### src/rtl/reg_select_scoreboard_pkg.sv
// Shared CPU definitions for the register-select / scoreboard slice.
// Provides default widths, the instruction field offset helper and the
// opcode enumeration. There are no ports; the other files import this package.
package reg_select_scoreboard_pkg;

  localparam int unsigned DATA_W_DEF  = 32;
  localparam int unsigned NREGS_DEF   = 16;
  localparam int unsigned OP_W_DEF    = 5;
  localparam int unsigned CONST_W_DEF = 18;
  localparam int unsigned SEL_W_DEF   = $clog2(NREGS_DEF);

  // Register fields are packed directly below the opcode.
  // idx 1 = ra, 2 = rb, 3 = rc.
  function automatic int unsigned field_lsb(input int unsigned data_w,
                                            input int unsigned op_w,
                                            input int unsigned sel_w,
                                            input int unsigned idx);
    return data_w - op_w - idx * sel_w;
  endfunction

  localparam int unsigned RA_LSB_DEF = field_lsb(DATA_W_DEF, OP_W_DEF, SEL_W_DEF, 1);
  localparam int unsigned RB_LSB_DEF = field_lsb(DATA_W_DEF, OP_W_DEF, SEL_W_DEF, 2);
  localparam int unsigned RC_LSB_DEF = field_lsb(DATA_W_DEF, OP_W_DEF, SEL_W_DEF, 3);

  typedef enum logic [OP_W_DEF-1:0] {
    OP_NOP  = 5'd0,
    OP_LD   = 5'd1,
    OP_LDR  = 5'd2,
    OP_ST   = 5'd3,
    OP_STR  = 5'd4,
    OP_LA   = 5'd5,
    OP_LAR  = 5'd6,
    OP_BR   = 5'd8,
    OP_BRL  = 5'd9,
    OP_ADD  = 5'd12,
    OP_ADDI = 5'd13,
    OP_SUB  = 5'd14,
    OP_AND  = 5'd20,
    OP_OR   = 5'd22,
    OP_STOP = 5'd31
  } opcode_e;

endpackage

### src/rtl/reg_select_scoreboard_decoder.sv
// onehot_decoder: binary index to one-hot vector.
//   sel    in   SEL_W  binary index
//   onehot out  NREGS  bit sel set, all others clear
module onehot_decoder #(
  parameter int unsigned SEL_W = 4,
  parameter int unsigned NREGS = 16
) (
  input  logic [SEL_W-1:0] sel,
  output logic [NREGS-1:0] onehot
);

  always_comb begin
    onehot      = '0;
    onehot[sel] = 1'b1;
  end

endmodule

### src/rtl/reg_select_scoreboard.sv
// reg_select_scoreboard: instruction register, register-field select logic,
// one-hot register enables and a pending-write scoreboard.
//   clk, rst_n              clock, async active-low reset
//   ir, ir_ld               instruction word and its load strobe
//   gra, grb, grc           pick ra / rb / rc field (priority in that order)
//   r_in, r_out, ba_out     register write / read / base-address read strobes
//   issue                   mark current ra as pending write
//   retire, retire_sel      clear pending write on retire_sel
//   op, c_sign              opcode and sign-extended constant from the IR
//   reg_in, reg_out         one-hot register enables
//   sel                     effective register index
//   busy, hazard            scoreboard and hazard flag for the current IR
//   zero_out                base-address read of R0 (bus forces 0)
module reg_select_scoreboard
  import reg_select_scoreboard_pkg::*;
#(
  parameter int unsigned DATA_W  = DATA_W_DEF,
  parameter int unsigned NREGS   = NREGS_DEF,
  parameter int unsigned OP_W    = OP_W_DEF,
  parameter int unsigned CONST_W = CONST_W_DEF,
  localparam int unsigned SEL_W  = $clog2(NREGS)
) (
  input  logic              clk,
  input  logic              rst_n,
  input  logic [DATA_W-1:0] ir,
  input  logic              ir_ld,
  input  logic              gra,
  input  logic              grb,
  input  logic              grc,
  input  logic              r_in,
  input  logic              r_out,
  input  logic              ba_out,
  input  logic              issue,
  input  logic              retire,
  input  logic [SEL_W-1:0]  retire_sel,
  output logic [OP_W-1:0]   op,
  output logic [DATA_W-1:0] c_sign,
  output logic [NREGS-1:0]  reg_in,
  output logic [NREGS-1:0]  reg_out,
  output logic [SEL_W-1:0]  sel,
  output logic [NREGS-1:0]  busy,
  output logic              hazard,
  output logic              zero_out
);

  localparam int unsigned RA_LSB = field_lsb(DATA_W, OP_W, SEL_W, 1);
  localparam int unsigned RB_LSB = field_lsb(DATA_W, OP_W, SEL_W, 2);
  localparam int unsigned RC_LSB = field_lsb(DATA_W, OP_W, SEL_W, 3);

  logic [DATA_W-1:0] ir_q;
  logic [SEL_W-1:0]  sel_q;
  logic [SEL_W-1:0]  sel_c;
  logic [SEL_W-1:0]  ra, rb, rc;
  logic [NREGS-1:0]  dec;
  logic              any_gr;

  assign op     = ir_q[DATA_W-1 -: OP_W];
  assign ra     = ir_q[RA_LSB +: SEL_W];
  assign rb     = ir_q[RB_LSB +: SEL_W];
  assign rc     = ir_q[RC_LSB +: SEL_W];
  assign c_sign = {{(DATA_W-CONST_W){ir_q[CONST_W-1]}}, ir_q[CONST_W-1:0]};

  assign any_gr = gra | grb | grc;

  always_comb begin
    sel_c = sel_q;
    if (gra)      sel_c = ra;
    else if (grb) sel_c = rb;
    else if (grc) sel_c = rc;
  end

  assign sel = sel_c;

  always_ff @(posedge clk or negedge rst_n) begin
    if (!rst_n) begin
      ir_q  <= '0;
      sel_q <= '0;
    end else begin
      if (ir_ld)  ir_q  <= ir;
      if (any_gr) sel_q <= sel_c;
    end
  end

  // Set is written after clear so that an issue and a retire naming the
  // same register leave it busy; distinct registers both take effect.
  // ra here is from the IR before any same-cycle ir_ld.
  always_ff @(posedge clk or negedge rst_n) begin
    if (!rst_n) begin
      busy <= '0;
    end else begin
      if (retire) busy[retire_sel] <= 1'b0;
      if (issue)  busy[ra]         <= 1'b1;
    end
  end

  assign hazard = busy[ra] | busy[rb] | busy[rc];

  onehot_decoder #(
    .SEL_W(SEL_W),
    .NREGS(NREGS)
  ) u_dec (
    .sel   (sel_c),
    .onehot(dec)
  );

  // A base-address read of R0 yields constant zero instead of the register.
  assign zero_out = ba_out & (sel_c == '0);
  assign reg_in   = r_in ? dec : '0;
  assign reg_out  = (r_out | (ba_out & (sel_c != '0))) ? dec : '0;

endmodule

### config.mk
export PLATFORM = sky130hd
export DESIGN_NAME = reg_select_scoreboard
export DESIGN_NICKNAME = d
export VERILOG_FILES = /design/src/rtl/reg_select_scoreboard_pkg.sv /design/src/rtl/reg_select_scoreboard_decoder.sv /design/src/rtl/reg_select_scoreboard.sv
export SDC_FILE = /design/constraint.sdc
export NUM_CORES = 1
export LEC_CHECK = 0
export BUFFER_PORTS_ARGS = -buffer_cell sky130_fd_sc_hd__buf_2
export CORE_ASPECT_RATIO = 0.9
export CORE_MARGIN = 5
export CORE_UTILIZATION = 30
export DETAILED_ROUTE_END_ITERATION = 6
export GPL_ROUTABILITY_DRIVEN = 0
export PLACE_DENSITY_LB_ADDON = 0.15
export SLEW_MARGIN = 15
export SYNTH_ARGS = -nofsm -noshare
export SYNTH_HDL_FRONTEND = slang
export SYNTH_HIERARCHICAL = 1
export SYNTH_SLANG_ARGS = --single-unit
### constraint.sdc
create_clock -name clk -period 6 [get_ports clk]
set_input_delay 0.6 -clock clk [delete_from_list [all_inputs] [get_ports clk]]
set_output_delay 0.6 -clock clk [all_outputs]
set_load 0.005 [all_outputs]
* Word-level counts from Yosys, hierarchy flattened
Index checks and enable logic that the tools add are counted.
** Operators by class
- $lt $le $gt $ge :: 8
- Muxes and demuxes :: 19
- Bitwise operators :: 10
- Reductions and logical operators :: 5
** Operator list (number)
- $mux W16 :: 4
- $lt A4 B5 Y1 const B :: 5
- $and A16 B16 Y16 :: 1
- $not A16 Y16 :: 1
- $or A16 B16 Y16 :: 1
- $bmux W1 S4 :: 3
- $demux W1 S4 :: 3
- $ge A4 B1 Y1 const B :: 3
- $mux W4 :: 3
- $mux W1 :: 6
- $or A1 B1 Y1 :: 5
- $logic_not A4 Y1 :: 1
- $reduce_bool A4 Y1 :: 1
- $logic_and A1 B1 Y1 :: 3
- $and A1 B1 Y1 :: 2
** Word-level totals
- Register bits :: 52
- Input port bits :: 47
- Output and inout bits :: 91

* Longest topological paths before layout
- Word-level depth :: 9
- Mapped depth :: 8

* Cells and area by module
The synthesis kept the hierarchy.
** Modules (own cells, without submodules)
- reg_select_scoreboard :: instances 1, cells an instance 307, area an instance 3188.1 um^2, sequential area each 1301.2 um^2
- onehot_decoder :: instances 1, cells an instance 20, area an instance 226.5 um^2, sequential area each 0.0 um^2

* Least setup slack after synthesis
Ideal clock, no wire load.
- Path kind :: input port to output port
- Start point :: input grc
- End point :: output reg_out[4]
- Arrival time :: 2231 ps
- Data required time :: 5400 ps
- Slack :: 3169 ps
- Cell stages on the path :: 8
- Path through :: clkbuf_1 > mux2i_1 > o21ai_0 > mux2_2 > buf_4 > nor4b_2 > nand3_1 > o21ai_0
** Between the ends
- Longest elaborated chain between the ends :: 8
- Elaborated cells between the ends (all ways) :: 12
** RTL lines
- start, declared :: line reg_select_scoreboard.sv:29 : input logic grc,
- $mux W4 (*) :: line reg_select_scoreboard.sv:69 : else if (grc) sel_c = rc;
- $mux W4 (*) :: line reg_select_scoreboard.sv:68 : else if (grb) sel_c = rb;
- $mux W4 (*) :: line reg_select_scoreboard.sv:67 : if (gra) sel_c = ra;
- named net sel[0] :: line reg_select_scoreboard.sv:40 : output logic [SEL_W-1:0] sel,
- $lt A4 B5 Y1 (implied by the code) / $ge A4 B1 Y1 (equally long branches) :: line reg_select_scoreboard_decoder.sv:14 : onehot[sel] = 1'b1;
- $logic_and A1 B1 Y1 (implied by the code) :: line reg_select_scoreboard_decoder.sv:14
- $mux W1 (implied by the code) :: line reg_select_scoreboard_decoder.sv:14
- $demux W1 S4 (*)
- named net dec[4] :: line reg_select_scoreboard.sv:54 : logic [NREGS-1:0] dec;
- $mux W16 (*) :: line reg_select_scoreboard.sv:109 : assign reg_out = (r_out | (ba_out & (sel_c != '0))) ? dec : '0;
- end, declared :: line reg_select_scoreboard.sv:39 : output logic [NREGS-1:0] reg_out,
Mark *: on every way through the listed nets, which the timed path passes. The rest lies on a longest branch.

* Final worst setup path
- Start point :: register ir_q[17]
- End point :: output reg_out[4]
** Between the ends
- Longest elaborated chain between the ends :: 8
- Elaborated cells between the ends (all ways) :: 12
** RTL lines
- start, declared :: line reg_select_scoreboard.sv:50 : logic [DATA_W-1:0] ir_q;
- start signal, assigned :: line reg_select_scoreboard.sv:79 : if (ir_ld) ir_q <= ir;
- $mux W4 (*) :: line reg_select_scoreboard.sv:69
- $mux W4 (*) :: line reg_select_scoreboard.sv:68
- $mux W4 (*) :: line reg_select_scoreboard.sv:67
- $lt A4 B5 Y1 (implied by the code) / $ge A4 B1 Y1 (equally long branches) :: line reg_select_scoreboard_decoder.sv:14
- $logic_and A1 B1 Y1 (implied by the code) :: line reg_select_scoreboard_decoder.sv:14
- $mux W1 (implied by the code) :: line reg_select_scoreboard_decoder.sv:14
- $demux W1 S4 (*)
- named net dec[4] :: line reg_select_scoreboard.sv:54
- $mux W16 (*) :: line reg_select_scoreboard.sv:109
Marked as above.

==> summary by stage <==
Critical path
The largest individual stage delay along the critical path comes from the cell dfrtp_1. Walking the worst path, the cells encountered are mux2i_1 -> o21ai_0 -> mux2_2 -> nor4b_2 -> nand3_1 -> o21ai_0 -> buf_2. The startpoint identified for the worst register-to-register timing path is ir_q[17]. In this run the number of cells on the critical path is 7. The maximum fanout along the worst path is 18. The worst reg-to-reg setup slack is ~4.5 ns. The required time of the worst setup path is around 5.4 ns. The worst setup path is captured at a primary output. The endpoint arrival time on the critical path is 2.62 ns. The biggest cell delay along the critical path is approximately 0.63 ns.

The type of the setup path with the least slack is reg2out. Counting cells, the worst reg-to-reg path comes to 3. The critical path startpoint is ir_q[17].

The number of buffers and inverters on the critical path is 1. By instance count, the cell type seen most on the critical path is o21ai_0. Among cell families on the critical path, the largest total delay comes from flip-flops.

STA classifies the critical path startpoint as a register.

Floorplanning
Row generation in the floorplan step produced 37 rows. The count of boundary I/O pins is 138. The initial utilization of the core area, before any placement, comes to 30.2%. The floorplan step defined a die boundary enclosing ~0.014 mm². The floorplan step set the die width to 122 µm.

In this run the vertical extent of the chip is 111 µm. The area of the core is 0.0113 mm².

Job
The number of maximum-capacitance violations is 0.

Worst hold path
The path class of the tightest hold or removal check is in2async.

Pwr
Of the total power, the share spent switching nets is 31.3%. The power density normalized to cell area is 282 mW/mm². Total power for the finished layout comes to 1.16 mW. Per report_power, the clock group accounts for 28.5% of the total. Of the total power, combinational logic draws 28.8%.

The switching power is ~0.36 mW. IR analysis of the VDD net gives a maximum drop of 137 µV. The internal power is 0.795 mW. The analysis attributes to cell leakage a power of around 1.9 nW. The proportion of power drawn by flip-flops and latches is between 40% and 50%.

STA
The slew at the pin closest to its max-slew limit is 0.726 ns. The relative slew slack is 51.6%. The final critical delay including setup and external delays is 3.22 ns. The final-report hold violation count is 0. The final count of pins violating max slew is 0.

Setup violations remaining at the end of the flow were counted as 0. Setup repair after global routing left no endpoint under its margin. The part of the cycle the worst path needs is a little over half. In the final timing run, aggregate negative setup slack is 0 ns. The setup skew after layout is 0.00433 ns. Timing would allow up to 0.310 GHz.

Synthesis
Counting every instance in the synthesized netlist gives 327. The part of the Yosys area used for sequential elements is 38.1%. The synthesis warning total is 6. The mean cell area of the mapped netlist is 10.4 µm². In this run, distinct cell masters in the synthesized netlist total 31. The flip-flop and latch count after synthesis is 52.

Summing every instance area after synthesis gives 0.00341 mm². The net count after synthesis is 374.

Layout
The post-route cell area is 0.00410 mm². The layout net count is 460. In the layout the commonest cells are buf_2, dfrtp_1, o21ai_0, mux2_2, nand2_1.

The share of layout cells above drive strength 1 is 48.8%. The layout-stage area growth over the synthesis result is 20.0%. The most common cell after layout, fill and taps aside is buf_2. The number of antenna cells inserted is 0.

CTS
The number of buffers inserted for hold repair after clock tree synthesis is 0. TritonCTS built the clock tree. Post-CTS repair changed the size of 0 cells. The master cell of the clock root buffer is clkbuf_16. The number of setup buffers added after CTS is 0. The tree built by TritonCTS fans out to 52 sinks.

The clock insertion delay at the later pin of the skew report is between 0.2 and 0.3 ns. In this run, CTS created clock tree buffers numbering 5. The level count of the clock H-tree is 2. The maximum buffer depth of the clock tree is 2.

The clock edge transition at the registers on the reported setup and hold paths is around 0.070 ns.

GRT
The initial antenna violation count is 1. The global-route usage over all layers is 13.4%. The number of global-route vias before repair came to 2835. The largest net degree at the start of global routing is 53. The first-pass GRT wire length is 14600 µm. The remaining global-route overflow is 0.

Outcome
The flow ran to the end, and the final reports show no timing, DRC or antenna violations.

Routing
The iteration count of the initial detailed-routing pass is 5. The count of routing violations after the opening detailed-route iteration is 139. The count of unresolved DRC violations after routing is 0. In the routed layout, each cell is associated on average with a via count of roughly 5. The detail route stage leaves a number of antenna-violating nets equal to 0. The aggregate routed wire length is slightly above 9000 µm. The total number of vias is approximately 2800. The per-cell routed wire length is 16.0 µm.

Placed design
The HPWL after detailed placement is 7000 µm. The count of buffers added on input and output ports is 137. The placed instances occupy a cell area of 0.00392 mm².
## cell usage after synthesis (all sizes together)
cell type / instances / area, µm²
dfrtp: 52 / 1300
o21ai: 49 / 245
buf: 44 / 328
mux2: 37 / 417
nand2: 28 / 105
nand3: 22 / 110
and2: 16 / 100
clkbuf: 15 / 56.3
mux4: 13 / 304
mux2i: 8 / 80.1
and4bb: 6 / 75.1
inv: 6 / 22.5
and4b: 4 / 40.0
nand2b: 4 / 25.0
nor4b: 4 / 60.1
o31ai: 4 / 30.0
nand3b: 3 / 22.5
nor2: 2 / 7.51
nor4: 2 / 25.0
o22ai: 2 / 12.5
o41ai: 2 / 17.5
and4: 1 / 8.76
o211ai: 1 / 7.51
o21a: 1 / 7.51
or3: 1 / 6.26
## power by group through the flow
| stage | clock network (mW) | registers, mW | logic (mW) |
|---|---|---|---|
| 2_1_floorplan | 0 | 0.466 | 0.242 |
| 3_3_place_gp | 0 | 0.497 | 0.336 |
| 3_5_place_dp | 0 | 0.500 | 0.338 |
| 4_1_cts | 0.339 | 0.493 | 0.339 |
| 5_1_grt | 0.354 | 0.506 | 0.372 |
| 6_report | 0.330 | 0.493 | 0.333 |
## worst reg2reg max path, cell delays in order, from the launching register on
cell,delay (ns)
dfrtp_1,0.63
mux2i_1,0.13
o21ai_0,0.41
mux2_2,0.24
## state kept, by name, summed over array words and instances, names as in the netlist
register and count:
sel_q 4, busy 16, ir_q 32
## cell families (layout without fill, tap and decap cells)
family	Yosys count	count (layout)	synth area share, %
AND/OR/NAND/NOR	93	93	17.1
buffers and inverters	65	152	11.9
AO/OA/AOI/OAI	59	59	9.38
multiplexers	58	58	23.5
flip-flops	52	52	38.1
## layer usage
metal | wire, µm | track usage, %
met1 | 4130 | 18.5
met2 | 4300 | 21.7
met3 | 588 | 2.91
met4 | 80 | 2.24
met5 | 7 | 0
## layout make-up
cell class / instances / area (µm²)
fill: 1181 / 7200
multi-input combinational: 210 / 1720
sequential: 52 / 1300
timing repair buffer: 138 / 693
tap: 156 / 195
clock buffer: 5 / 125
clock inverter: 3 / 46.3
inverter: 6 / 22.5
## path summary, 6_finish.rpt
kind                         endpoint
setup / recovery           reg_out[4]
hold / removal               ir_q[31]
setup reg to reg             sel_q[2]
hold reg to reg               ir_q[3]
max in group asynchronous    ir_q[15]
min in group clk              ir_q[3]
## through the flow
| stage | util, % | hold WS (ns) | worst slack (ns) | cells |
|---|---|---|---|---|
| floorplan | - | 0.304 | 3.17 | 327 |
| global route | 36.3 | 0.504 | 2.45 | 570 |
| CTS | 36.2 | 0.458 | 2.81 | 570 |
| global placement | 34.7 | 0.485 | 3.02 | 562 |
| detailed placement | 34.7 | 0.490 | 2.91 | 562 |
| finish | 36.3 | 0.432 | 2.78 | 570 |
Note: power is estimated with default switching activity, not from simulation.
